<file path="src/rtl/hwpe_multi_ctrl_router.sv">
// Control front-end for an N-engine HWPE cluster: routes the periph port to engines, serves local CSRs
// and switches the static TCDM mux only after in-flight reads of the active engine have drained.
module hwpe_multi_ctrl_router #(
  parameter int unsigned NrHwpe     = 4,
  parameter int unsigned NrCores    = 2,
  parameter int unsigned AddrWidth  = 32,
  parameter int unsigned DataWidth  = 32,
  parameter int unsigned IdWidth    = 2,
  parameter int unsigned HwpeSelLsb = 8,
  parameter int unsigned OutstW     = 4,
  localparam int unsigned SelW      = $clog2(NrHwpe)
) (
  input  logic                          clk_i,
  input  logic                          rst_ni,
  input  logic                          ctrl_q_valid_i,
  output logic                          ctrl_q_ready_o,
  input  logic [AddrWidth-1:0]          ctrl_q_addr_i,
  input  logic                          ctrl_q_write_i,
  input  logic [DataWidth-1:0]          ctrl_q_data_i,
  input  logic [DataWidth/8-1:0]        ctrl_q_strb_i,
  input  logic [IdWidth-1:0]            ctrl_q_user_i,
  output logic                          ctrl_p_valid_o,
  output logic [DataWidth-1:0]          ctrl_p_data_o,
  output logic [NrHwpe-1:0]             hwpe_req_o,
  input  logic [NrHwpe-1:0]             hwpe_gnt_i,
  output logic [AddrWidth-1:0]          hwpe_add_o,
  output logic                          hwpe_wen_o,
  output logic [DataWidth/8-1:0]        hwpe_be_o,
  output logic [DataWidth-1:0]          hwpe_data_o,
  output logic [IdWidth-1:0]            hwpe_id_o,
  input  logic [NrHwpe-1:0]             hwpe_r_valid_i,
  input  logic [NrHwpe*DataWidth-1:0]   hwpe_r_data_i,
  input  logic                          tcdm_req_i,
  input  logic                          tcdm_gnt_i,
  input  logic                          tcdm_r_valid_i,
  output logic                          tcdm_hold_o,
  output logic [SelW-1:0]               mux_sel_o,
  output logic [NrHwpe-1:0]             clk_en_o,
  input  logic [NrHwpe*NrCores-1:0]     evt_i,
  output logic [NrCores-1:0]            evt_o
);

  localparam logic [1:0] StIdle   = 2'd0;
  localparam logic [1:0] StDrain  = 2'd1;
  localparam logic [1:0] StSwitch = 2'd2;

  localparam logic [HwpeSelLsb-1:0] OffClkEn  = HwpeSelLsb'(8'h00);
  localparam logic [HwpeSelLsb-1:0] OffMuxSel = HwpeSelLsb'(8'h04);
  localparam logic [HwpeSelLsb-1:0] OffEvt    = HwpeSelLsb'(8'h08);
  localparam logic [HwpeSelLsb-1:0] OffStatus = HwpeSelLsb'(8'h0C);

  logic [SelW-1:0]       sel, tgt_q, target_q, target_d, mux_sel_q;
  logic                  is_local, sel_ok, local_acc, hs, csr_we, sel_wr_ok;
  logic                  pending_q, tgt_local_q, rsp_vld_q;
  logic [DataWidth-1:0]  rsp_data_q, rdata_local, eng_rdata, wmask, sel_merged;
  logic                  gnt_sel, eng_rvalid;
  logic [NrHwpe-1:0]     clk_en_q;
  logic [NrCores-1:0]    evt_q, evt_set, evt_clr;
  logic [1:0]            state_q, state_d;
  logic [OutstW-1:0]     out_cnt_q;
  logic                  cnt_inc, cnt_dec;
  logic [HwpeSelLsb-1:0] offset;
  logic                  unused_addr;

  assign sel       = ctrl_q_addr_i[HwpeSelLsb +: SelW];
  assign is_local  = ctrl_q_addr_i[HwpeSelLsb+SelW];
  assign sel_ok    = 32'(sel) < NrHwpe;
  assign local_acc = is_local | ~sel_ok;
  assign offset    = ctrl_q_addr_i[HwpeSelLsb-1:0];
  assign unused_addr = ^ctrl_q_addr_i[AddrWidth-1:HwpeSelLsb+SelW+1];

  always_comb begin
    gnt_sel    = 1'b0;
    eng_rvalid = 1'b0;
    eng_rdata  = '0;
    hwpe_req_o = '0;
    for (int i = 0; i < NrHwpe; i++) begin
      if (sel == SelW'(i)) begin
        gnt_sel       = hwpe_gnt_i[i];
        hwpe_req_o[i] = ctrl_q_valid_i & ~pending_q & ~local_acc;
      end
      if (tgt_q == SelW'(i)) begin
        eng_rvalid = hwpe_r_valid_i[i];
        eng_rdata  = hwpe_r_data_i[i*DataWidth +: DataWidth];
      end
    end
  end

  assign hwpe_add_o  = {{(AddrWidth-HwpeSelLsb){1'b0}}, ctrl_q_addr_i[HwpeSelLsb-1:0]};
  assign hwpe_wen_o  = ~ctrl_q_write_i;
  assign hwpe_be_o   = ctrl_q_strb_i;
  assign hwpe_data_o = ctrl_q_data_i;
  assign hwpe_id_o   = ctrl_q_user_i;

  assign ctrl_q_ready_o = ~pending_q & (local_acc ? ctrl_q_valid_i : gnt_sel);
  assign hs             = ctrl_q_valid_i & ctrl_q_ready_o;
  // Engine responses bypass straight through; local ones come from the response register.
  assign ctrl_p_valid_o = rsp_vld_q | (pending_q & ~tgt_local_q & eng_rvalid);
  assign ctrl_p_data_o  = (pending_q & ~tgt_local_q) ? eng_rdata : rsp_data_q;

  always_comb begin
    wmask = '0;
    for (int b = 0; b < DataWidth/8; b++) wmask[b*8 +: 8] = {8{ctrl_q_strb_i[b]}};
  end

  assign csr_we     = hs & ctrl_q_write_i & is_local;
  assign sel_merged = (DataWidth'(target_q) & ~wmask) | (ctrl_q_data_i & wmask);
  assign sel_wr_ok  = csr_we & (offset == OffMuxSel) & (sel_merged < DataWidth'(NrHwpe));
  assign target_d   = sel_wr_ok ? sel_merged[SelW-1:0] : target_q;
  assign evt_clr    = (csr_we && offset == OffEvt) ?
                      (ctrl_q_data_i[NrCores-1:0] & wmask[NrCores-1:0]) : '0;

  always_comb begin
    evt_set = '0;
    for (int i = 0; i < NrHwpe; i++)
      for (int c = 0; c < NrCores; c++)
        evt_set[c] = evt_set[c] | (evt_i[i*NrCores+c] & clk_en_q[i]);
  end

  always_comb begin
    rdata_local = '0;
    if (is_local && !ctrl_q_write_i) begin
      case (offset)
        OffClkEn:  rdata_local = DataWidth'(clk_en_q);
        OffMuxSel: rdata_local = DataWidth'(target_q);
        OffEvt:    rdata_local = DataWidth'(evt_q);
        OffStatus: rdata_local = DataWidth'({target_q != mux_sel_q, state_q == StDrain, mux_sel_q});
        default:   rdata_local = '0;
      endcase
    end
  end

  assign cnt_inc = tcdm_req_i & tcdm_gnt_i;
  assign cnt_dec = tcdm_r_valid_i;

  // A grant in the drain cycle means a new read is being issued, so the switch waits one more cycle.
  always_comb begin
    state_d = state_q;
    case (state_q)
      StIdle:   if (target_d != mux_sel_q) state_d = StDrain;
      StDrain: begin
        if (target_d == mux_sel_q)             state_d = StIdle;
        else if (out_cnt_q == '0 && !cnt_inc)  state_d = StSwitch;
      end
      StSwitch: state_d = StIdle;
      default:  state_d = StIdle;
    endcase
  end

  assign tcdm_hold_o = (state_q == StDrain) || (state_q == StSwitch);
  assign mux_sel_o   = mux_sel_q;
  assign clk_en_o    = clk_en_q;
  assign evt_o       = evt_q;

  always_ff @(posedge clk_i or negedge rst_ni) begin
    if (!rst_ni) begin
      pending_q   <= 1'b0;
      tgt_local_q <= 1'b0;
      tgt_q       <= '0;
      rsp_vld_q   <= 1'b0;
      rsp_data_q  <= '0;
      clk_en_q    <= '0;
      target_q    <= '0;
      mux_sel_q   <= '0;
      evt_q       <= '0;
      state_q     <= StIdle;
      out_cnt_q   <= '0;
    end else begin
      if (ctrl_p_valid_o) pending_q <= 1'b0;
      else if (hs)        pending_q <= 1'b1;
      if (hs) begin
        tgt_local_q <= local_acc;
        tgt_q       <= sel;
      end
      rsp_vld_q <= hs & local_acc;
      if (hs && local_acc) rsp_data_q <= rdata_local;
      if (csr_we && offset == OffClkEn)
        clk_en_q <= (clk_en_q & ~wmask[NrHwpe-1:0]) | (ctrl_q_data_i[NrHwpe-1:0] & wmask[NrHwpe-1:0]);
      target_q <= target_d;
      evt_q    <= (evt_q & ~evt_clr) | evt_set;
      state_q  <= state_d;
      if (state_q == StSwitch) mux_sel_q <= target_q;
      if (cnt_inc && !cnt_dec && out_cnt_q != '1)       out_cnt_q <= out_cnt_q + 1'b1;
      else if (cnt_dec && !cnt_inc && out_cnt_q != '0)  out_cnt_q <= out_cnt_q - 1'b1;
    end
  end

  a_cnt_overflow: assert property (@(posedge clk_i) disable iff (!rst_ni)
    !(cnt_inc && !cnt_dec && (&out_cnt_q)));
  a_cnt_underflow: assert property (@(posedge clk_i) disable iff (!rst_ni)
    !(cnt_dec && !cnt_inc && out_cnt_q == '0));

endmodule

</file>
<file path="config.mk">
export PLATFORM = sky130hd
export DESIGN_NAME = hwpe_multi_ctrl_router
export DESIGN_NICKNAME = d
export VERILOG_FILES = /design/src/rtl/hwpe_multi_ctrl_router.sv
export SDC_FILE = /design/constraint.sdc
export NUM_CORES = 1
export LEC_CHECK = 0
export BUFFER_PORTS_ARGS = -buffer_cell sky130_fd_sc_hd__buf_2
export CAP_MARGIN = 20
export CORE_AREA = 2 2 133 135
export DETAILED_ROUTE_END_ITERATION = 10
export DIE_AREA = 0 0 135 137
export SYNTH_ARGS = -nofsm -noshare
export SYNTH_HDL_FRONTEND = slang
export SYNTH_SLANG_ARGS = --single-unit
</file>
<file path="constraint.sdc">
create_clock -name clk_i -period 2.8 [get_ports clk_i]
set_input_delay 0.42 -clock clk_i [delete_from_list [all_inputs] [get_ports clk_i]]
set_output_delay 0.42 -clock clk_i [all_outputs]
set_load 0.01 [all_outputs]
</file>
==> impl_metrics.env, run 1 <==
export IMPL_status="completed"
export IMPL_vias_per_cell=4.20
export IMPL_gp_congestion=0.763
export IMPL_worstMarginPinSlew_ns=0.579
export IMPL_io_buffer_count=289
export IMPL_regArea_sq_um=627
export IMPL_period_share_pct=82.7
export IMPL_grt_max_degree=35
export IMPL_clkSinkCount=25
export IMPL_worstPathMaxFanout=34
export IMPL_drc_errors=0
export IMPL_utilization_pct=26.3
export IMPL_relSlewSlack_pct=61.4
export IMPL_cp_required_ns=2.38
export IMPL_fin_cells=770
export IMPL_drt_total_wl_um=10900
export IMPL_cts_setup_buffers=0
export IMPL_fp_dieW_um=135
export IMPL_die_y_um=137
export IMPL_cp_data_arrival_time_ns=1.90
export IMPL_critPathTopFamily="multiplexers"
export IMPL_grt_pass1_wl_um=15100
export IMPL_drtIter0Drc=94
export IMPL_drive_above_1_share_pct=64.8
export IMPL_track_usage_pct=10.4
export IMPL_slowest_stage="mux4_2"
export IMPL_fill_cells=1822
export IMPL_critical_path_buf_inv_count=2
export IMPL_synth_top_family_by_area="multiplexers"
export IMPL_cp_start_kind="flip-flop"
export IMPL_clkTransAtPathRegs_ns=0.08
export IMPL_dpl_cell_count=766
export IMPL_ir_drop_uv=290
export IMPL_synthMuxAreaShare_pct=30.6
export IMPL_hold_buffers=0
export IMPL_drtAntennaViolNets=0
export IMPL_synthAdderAreaFrac_pct=2.65
export IMPL_ctsResizeCount=0
export IMPL_p_leak_nw=2.43
export IMPL_whs_ns=0.140
export IMPL_hold_viol_final=0
export IMPL_numCtsBuffers=3
export IMPL_start_util_pct=18.3
export IMPL_cts_max_level=1
export IMPL_antenna_cells=0
export IMPL_dieArea_sq_um=18500
export IMPL_antenna_found_initial=0
export IMPL_path_class="flip-flop to output pin"
export IMPL_fin_skew_ns=0.00555
export IMPL_setup_viol=0
export IMPL_cts_tree="built"
export IMPL_synth_seq_cells=25
export IMPL_layout_common_cells="289 x buf_2, 36 x mux4_2, 28 x and3_1"
export IMPL_ys_seq_area_share_pct=20.1
export IMPL_synth_avg_cell_area_sq_um=10.1
export IMPL_dp_hpwl_um=9560
export IMPL_hold_path_class="input port to asynchronous set/reset pin"
export IMPL_syn2layout_area_growth_pct=44.0
export IMPL_netlist_area_sq_um=3120
export IMPL_num_rows=48
export IMPL_critPathCaptureType="output pin"
export IMPL_synth_ff_type="dfrtp_1"
export IMPL_finalWorstPathRequiredPeriod_ns=2.32
export IMPL_clk_latency_ns=0.27
export IMPL_async_reset_ff_share_pct=100
export IMPL_p_per_area_nw_per_um2=596
export IMPL_ys_types=45
export IMPL_grt_pass1_vias=3062
export IMPL_cts_buffer_depth=2
export IMPL_power_mw=2.68
export IMPL_multi_input_area_sq_um=1950
export IMPL_grt_overflow=0
export IMPL_synth_xor_xnor_area_share_pct=0.843
export IMPL_slew_viol_final=0
export IMPL_netlist_instances=310
export IMPL_slowest_delay_ns=0.55
export IMPL_dr_pass1_iters=4
export IMPL_rsz0062_at_grt="false"
export IMPL_worstPathCellList="buf_12 -> mux4_2 -> a31o_2 -> buf_2"
export IMPL_fmax_mhz=432
export IMPL_final_common_cell="buf_2"
export IMPL_setup_tns_final_ns=0
export IMPL_yosys_warnings=0
export IMPL_synth_edf_count=0
export IMPL_io_pins=339
export IMPL_vias=3237
export IMPL_drv_cap=0
export IMPL_synth_compound_area_share_pct=7.23
export IMPL_cts_root_buf="clkbuf_16"
export IMPL_wl_per_cell_um=14.1
export IMPL_design_core_area_sq_um=17100
export IMPL_final_nets=773
export IMPL_yosys_area_share_simple_pct=18.5
## per-stage QoR
stage               setup WS, ns  cell area, sq um
finish                     0.484              4490
floorplan                  0.623              3200
global route               0.395              4490
CTS                        0.435              4490
global placement           0.374              4410
detailed placement         0.363              4410
## report_power, final
part / switching, mW / internal (mW) / total (mW)
Sequential: 0.0663 / 0.434 / 0.501
Clock: 0.148 / 0.198 / 0.346
Combinational: 0.860 / 0.970 / 1.83
## area by class of cell
| class | count | share of cell area, % |
|---|---|---|
| multi-input combinational | 213 | 43.5 |
| timing repair buffer | 294 | 33.6 |
| sequential | 25 | 14.0 |
| tap | 225 | 6.27 |
| clock buffer | 3 | 1.67 |
| inverter | 9 | 0.753 |
| clock inverter | 1 | 0.195 |
## cell families (layout without fill, tap and decap cells)
logic type | Yosys count | in the layout
fa+ha+maj | 6 | 6
mux | 49 | 49
buf+inv | 95 | 307
other cells | 1 | 24
compound gates | 34 | 34
simple gates | 97 | 97
xor+xnor | 3 | 3
flops | 25 | 25
## cells in the mapped netlist, drive strengths merged (4+ instances only)
library cell | n | share of area, %
o211ai | 4 | 0.96
a22oi | 6 | 1.4
clkbuf | 13 | 1.6
nor4 | 6 | 1.7
and3 | 28 | 5.6
or4 | 7 | 1.8
inv | 9 | 1.1
nand2 | 24 | 2.9
o21ai | 13 | 2.1
nor2 | 7 | 0.84
nor2b | 6 | 1.2
mux2 | 11 | 4.0
buf | 73 | 17
dfrtp | 25 | 20
mux4 | 36 | 26
ha | 5 | 2.0
## routing by layer
| metal | part of all wire [%] | track usage, % | wire [um] |
|---|---|---|---|
| met1 | 36 | 11.7 | 3930 |
| met2 | 54 | 20.4 | 5860 |
| met3 | 9.3 | 1.67 | 1010 |
| met4 | 0.71 | 2.26 | 77 |
| met5 | 0 | 0 | 0 |
## worst paths after layout
check	depth (start not counted)	end	startpoint	slack (ns)
worst max-delay path	4	ctrl_p_valid_o	tgt_q[0]$_DFFE_PN0N_	0.48
max in group asynchronous	1	tgt_q[0]$_DFFE_PN0N_	rst_ni	2.24
worst max register to register	7	state_q[1]$_DFFE_PN0P_	pending_q$_DFFE_PN0P_	0.89
min in group clk_i	3	evt_o[0]$_DFF_PN0_	evt_i[4]	0.37
worst min register to register	2	tgt_local_q$_DFFE_PN0N_	tgt_local_q$_DFFE_PN0N_	0.48
worst min-delay path	1	mux_sel_o[0]$_DFFE_PN0N_	rst_ni	0.14
(Power assumes the default switching activity.)
==> run 2: changes to the inputs <==
ABC_AREA = 1   (was default)
clock period = 2.1 ns   (was 2.8 ns; I/O delays follow)
==> impl_metrics.env, run 2 <==
export IMPL_status="completed"
export IMPL_start_util_pct=19.4
export IMPL_ff2ff_setup_slack_ns=0.25
export IMPL_io_pins=339
export IMPL_yosys_warnings=0
export IMPL_fin_skew_ns=0.00193
export IMPL_dpl_cell_count=989
export IMPL_grt_max_degree=37
export IMPL_rsz0062_at_grt="true"
export IMPL_cts_tree="built"
export IMPL_grt_pass1_wl_um=19900
export IMPL_path_class="flip-flop to output pin"
export IMPL_yosys_top_cells_area="dfrtp_1 19%, buf_4 16%, nand2_1 16%"
export IMPL_cts_root_buf="clkbuf_16"
export IMPL_drc_errors=0
export IMPL_antenna_found_initial=3
export IMPL_vias=4263
export IMPL_yosysTopAreaCell="dfrtp_1"
export IMPL_fp_dieW_um=135
export IMPL_drv_cap=0
export IMPL_cp_required_ns=1.78
export IMPL_netlist_instances=528
export IMPL_fill_cells=1916
export IMPL_post_synth_top_count_cell="nand2_1"
export IMPL_grt_overflow=0
export IMPL_worstPathMaxFanout=6
export IMPL_syn2layout_area_growth_pct=48.0
export IMPL_synth_avg_cell_area_sq_um=6.27
export IMPL_dr_pass1_iters=4
export IMPL_dp_hpwl_um=11900
export IMPL_synth_edf_count=0
export IMPL_clk_latency_ns=0.27
export IMPL_r2r_cells=9
export IMPL_async_reset_ff_share_pct=100
export IMPL_setup_viol=0
export IMPL_cts_buffer_depth=2
export IMPL_final_nets=1009
export IMPL_whs_ns=0.0504
export IMPL_hold_viol_final=0
export IMPL_synth_seq_cells=25
export IMPL_fmax_mhz=485
export IMPL_slowest_delay_ns=0.48
export IMPL_period_share_pct=98.1
export IMPL_vias_per_cell=4.23
export IMPL_final_common_cell="buf_2"
export IMPL_netlist_area_sq_um=3310
export IMPL_numCtsBuffers=3
export IMPL_place_area_sq_um=4610
export IMPL_clkTransAtPathRegs_ns=0.07
export IMPL_io_buffer_count=289
export IMPL_relSlewSlack_pct=58.6
export IMPL_dieArea_sq_um=18500
export IMPL_gp_congestion=0.863
export IMPL_stdcell_area_sq_um=4900
export IMPL_slowest_stage="dfrtp_2"
export IMPL_design_core_area_sq_um=17100
export IMPL_hold_path_class="input port to asynchronous set/reset pin"
export IMPL_worstMarginPinSlew_ns=0.621
export IMPL_cts_max_level=1
export IMPL_ys_types=38
export IMPL_r2r_start="out_cnt_q[0]$_DFFE_PN0P_"
export IMPL_fin_cells=1007
export IMPL_drive_above_1_share_pct=45.3
export IMPL_drt_total_wl_um=14100
export IMPL_critPathCaptureType="output pin"
export IMPL_yosys_area_top_type_share_pct=18.9
export IMPL_cp_data_arrival_time_ns=1.75
export IMPL_wl_per_cell_um=14.0
export IMPL_ir_drop_uv=385
export IMPL_drtIter0Drc=140
export IMPL_ys_seq_area_share_pct=18.9
export IMPL_layout_common_cells="288 x buf_2, 139 x nand2_1, 47 x o21ai_0, 45 x inv_1, 36 x nor2_1"
export IMPL_synth_ff_type="dfrtp_1"
export IMPL_num_rows=48
export IMPL_p_per_area_nw_per_um2=948
export IMPL_track_usage_pct=14.1
export IMPL_p_leak_nw=2.80
export IMPL_cp_common_cell="buf_6"
export IMPL_clkSinkCount=25
export IMPL_slew_viol_final=0
export IMPL_place_ws_ns=0.0817
export IMPL_worstPathCellList="inv_2 -> nor2_2 -> buf_6 -> a221oi_4 -> buf_4 -> nand2_1 -> o211ai_1 -> inv_1 -> buf_6"
export IMPL_synth_commonest_cells="139 x nand2_1, 70 x buf_4, 50 x inv_1"
export IMPL_cp_start_kind="flip-flop"
export IMPL_grt_pass1_vias=3957
export IMPL_finalWorstPathRequiredPeriod_ns=2.06
export IMPL_r2r_end="out_cnt_q[3]$_DFFE_PN0P_"
export IMPL_finalWorstSetupSlack_ns=0.0399
export IMPL_die_y_um=137
export IMPL_drtAntennaViolNets=0
## run 2: stage by stage
stage | util, % | power, mW | TNS (ns)
after detailed placement | 27.0 | 3.80 | 0
after global routing | 28.7 | 5.06 | -0.202
after global placement | 27.0 | 3.78 | 0
after floorplan | - | 2.63 | 0
final | 28.7 | 4.65 | 0
after CTS | 27.9 | 4.45 | -0.0128
## run 2: cell type report
| cell class | instances | area (sq um) | area share [%] |
|---|---|---|---|
| tap | 225 | 282 | 5.75 |
| clock buffer | 3 | 75.1 | 1.53 |
| clock inverter | 1 | 8.76 | 0.179 |
| timing repair buffer | 317 | 1720 | 35.2 |
| multi-input combinational | 382 | 1980 | 40.4 |
| inverter | 53 | 203 | 4.14 |
| sequential | 25 | 628 | 12.8 |
| antenna | 1 | 2.50 | 0.0511 |
## run 2: logic make-up (layout without fill, tap and decap cells)
| family | Yosys count | after routing | share of synthesized area, % |
|---|---|---|---|
| other | 1 | 25 | 0.113 |
| adders and majority gates | 6 | 6 | 2.49 |
| AOI/OAI and AO/OA | 120 | 120 | 22.0 |
| xor gates and xnor gates | 4 | 4 | 1.06 |
| and+or+nand+nor | 226 | 226 | 29.6 |
| DFF | 25 | 25 | 18.9 |
| muxes | 2 | 2 | 0.680 |
| buffers and inverters | 144 | 374 | 25.2 |
## run 2: metal layers
layer | global-route usage (%) | part of all wire [%]
met1 | 13.9 | 36
met2 | 28.5 | 53
met3 | 3.41 | 9.2
met4 | 4.57 | 1.8
met5 | 0 | 0.15
## run 2: worst max-delay path by stage
stage	cells past startpoint	startpoint	to	slack, ns
floorplan	9	out_cnt_q[0]$_DFFE_PN0P_	out_cnt_q[3]$_DFFE_PN0P_	0.35
global placement	9	tgt_q[1]$_DFFE_PN0N_	ctrl_p_data_o[30]	0.1
detailed placement	9	tgt_q[1]$_DFFE_PN0N_	ctrl_p_data_o[30]	0.08
CTS	9	tgt_q[1]$_DFFE_PN0N_	ctrl_p_data_o[30]	-0.01
global route	8	tgt_q[0]$_DFFE_PN0N_	ctrl_p_data_o[30]	-0.05
finish	9	tgt_q[1]$_DFFE_PN0N_	ctrl_p_data_o[30]	0.04
## run 2: power by group
part / total [mW] / switching (mW) / internal, mW
combinational: 3.41 / 1.93 / 1.48
clock: 0.477 / 0.212 / 0.265
sequential: 0.756 / 0.156 / 0.600
## run 2: timing repair
item | 4_1_cts | 5_1_grt
pin swaps | 1 | 3
buffers inserted | 5 | 7
cloned | 0 | 1
hold buffers | 0 | 0
resized for setup | 10 | 13
endpoints found under the setup margin | 27 | 28
## run 2: worst max-delay path: cells and delay by family, from the launching register on
family                 cells  cell delay, ns
AOI/OAI and AO/OA          2            0.33
buffers and inverters      5            0.58
DFF                        1            0.48
and+or+nand+nor            2            0.09
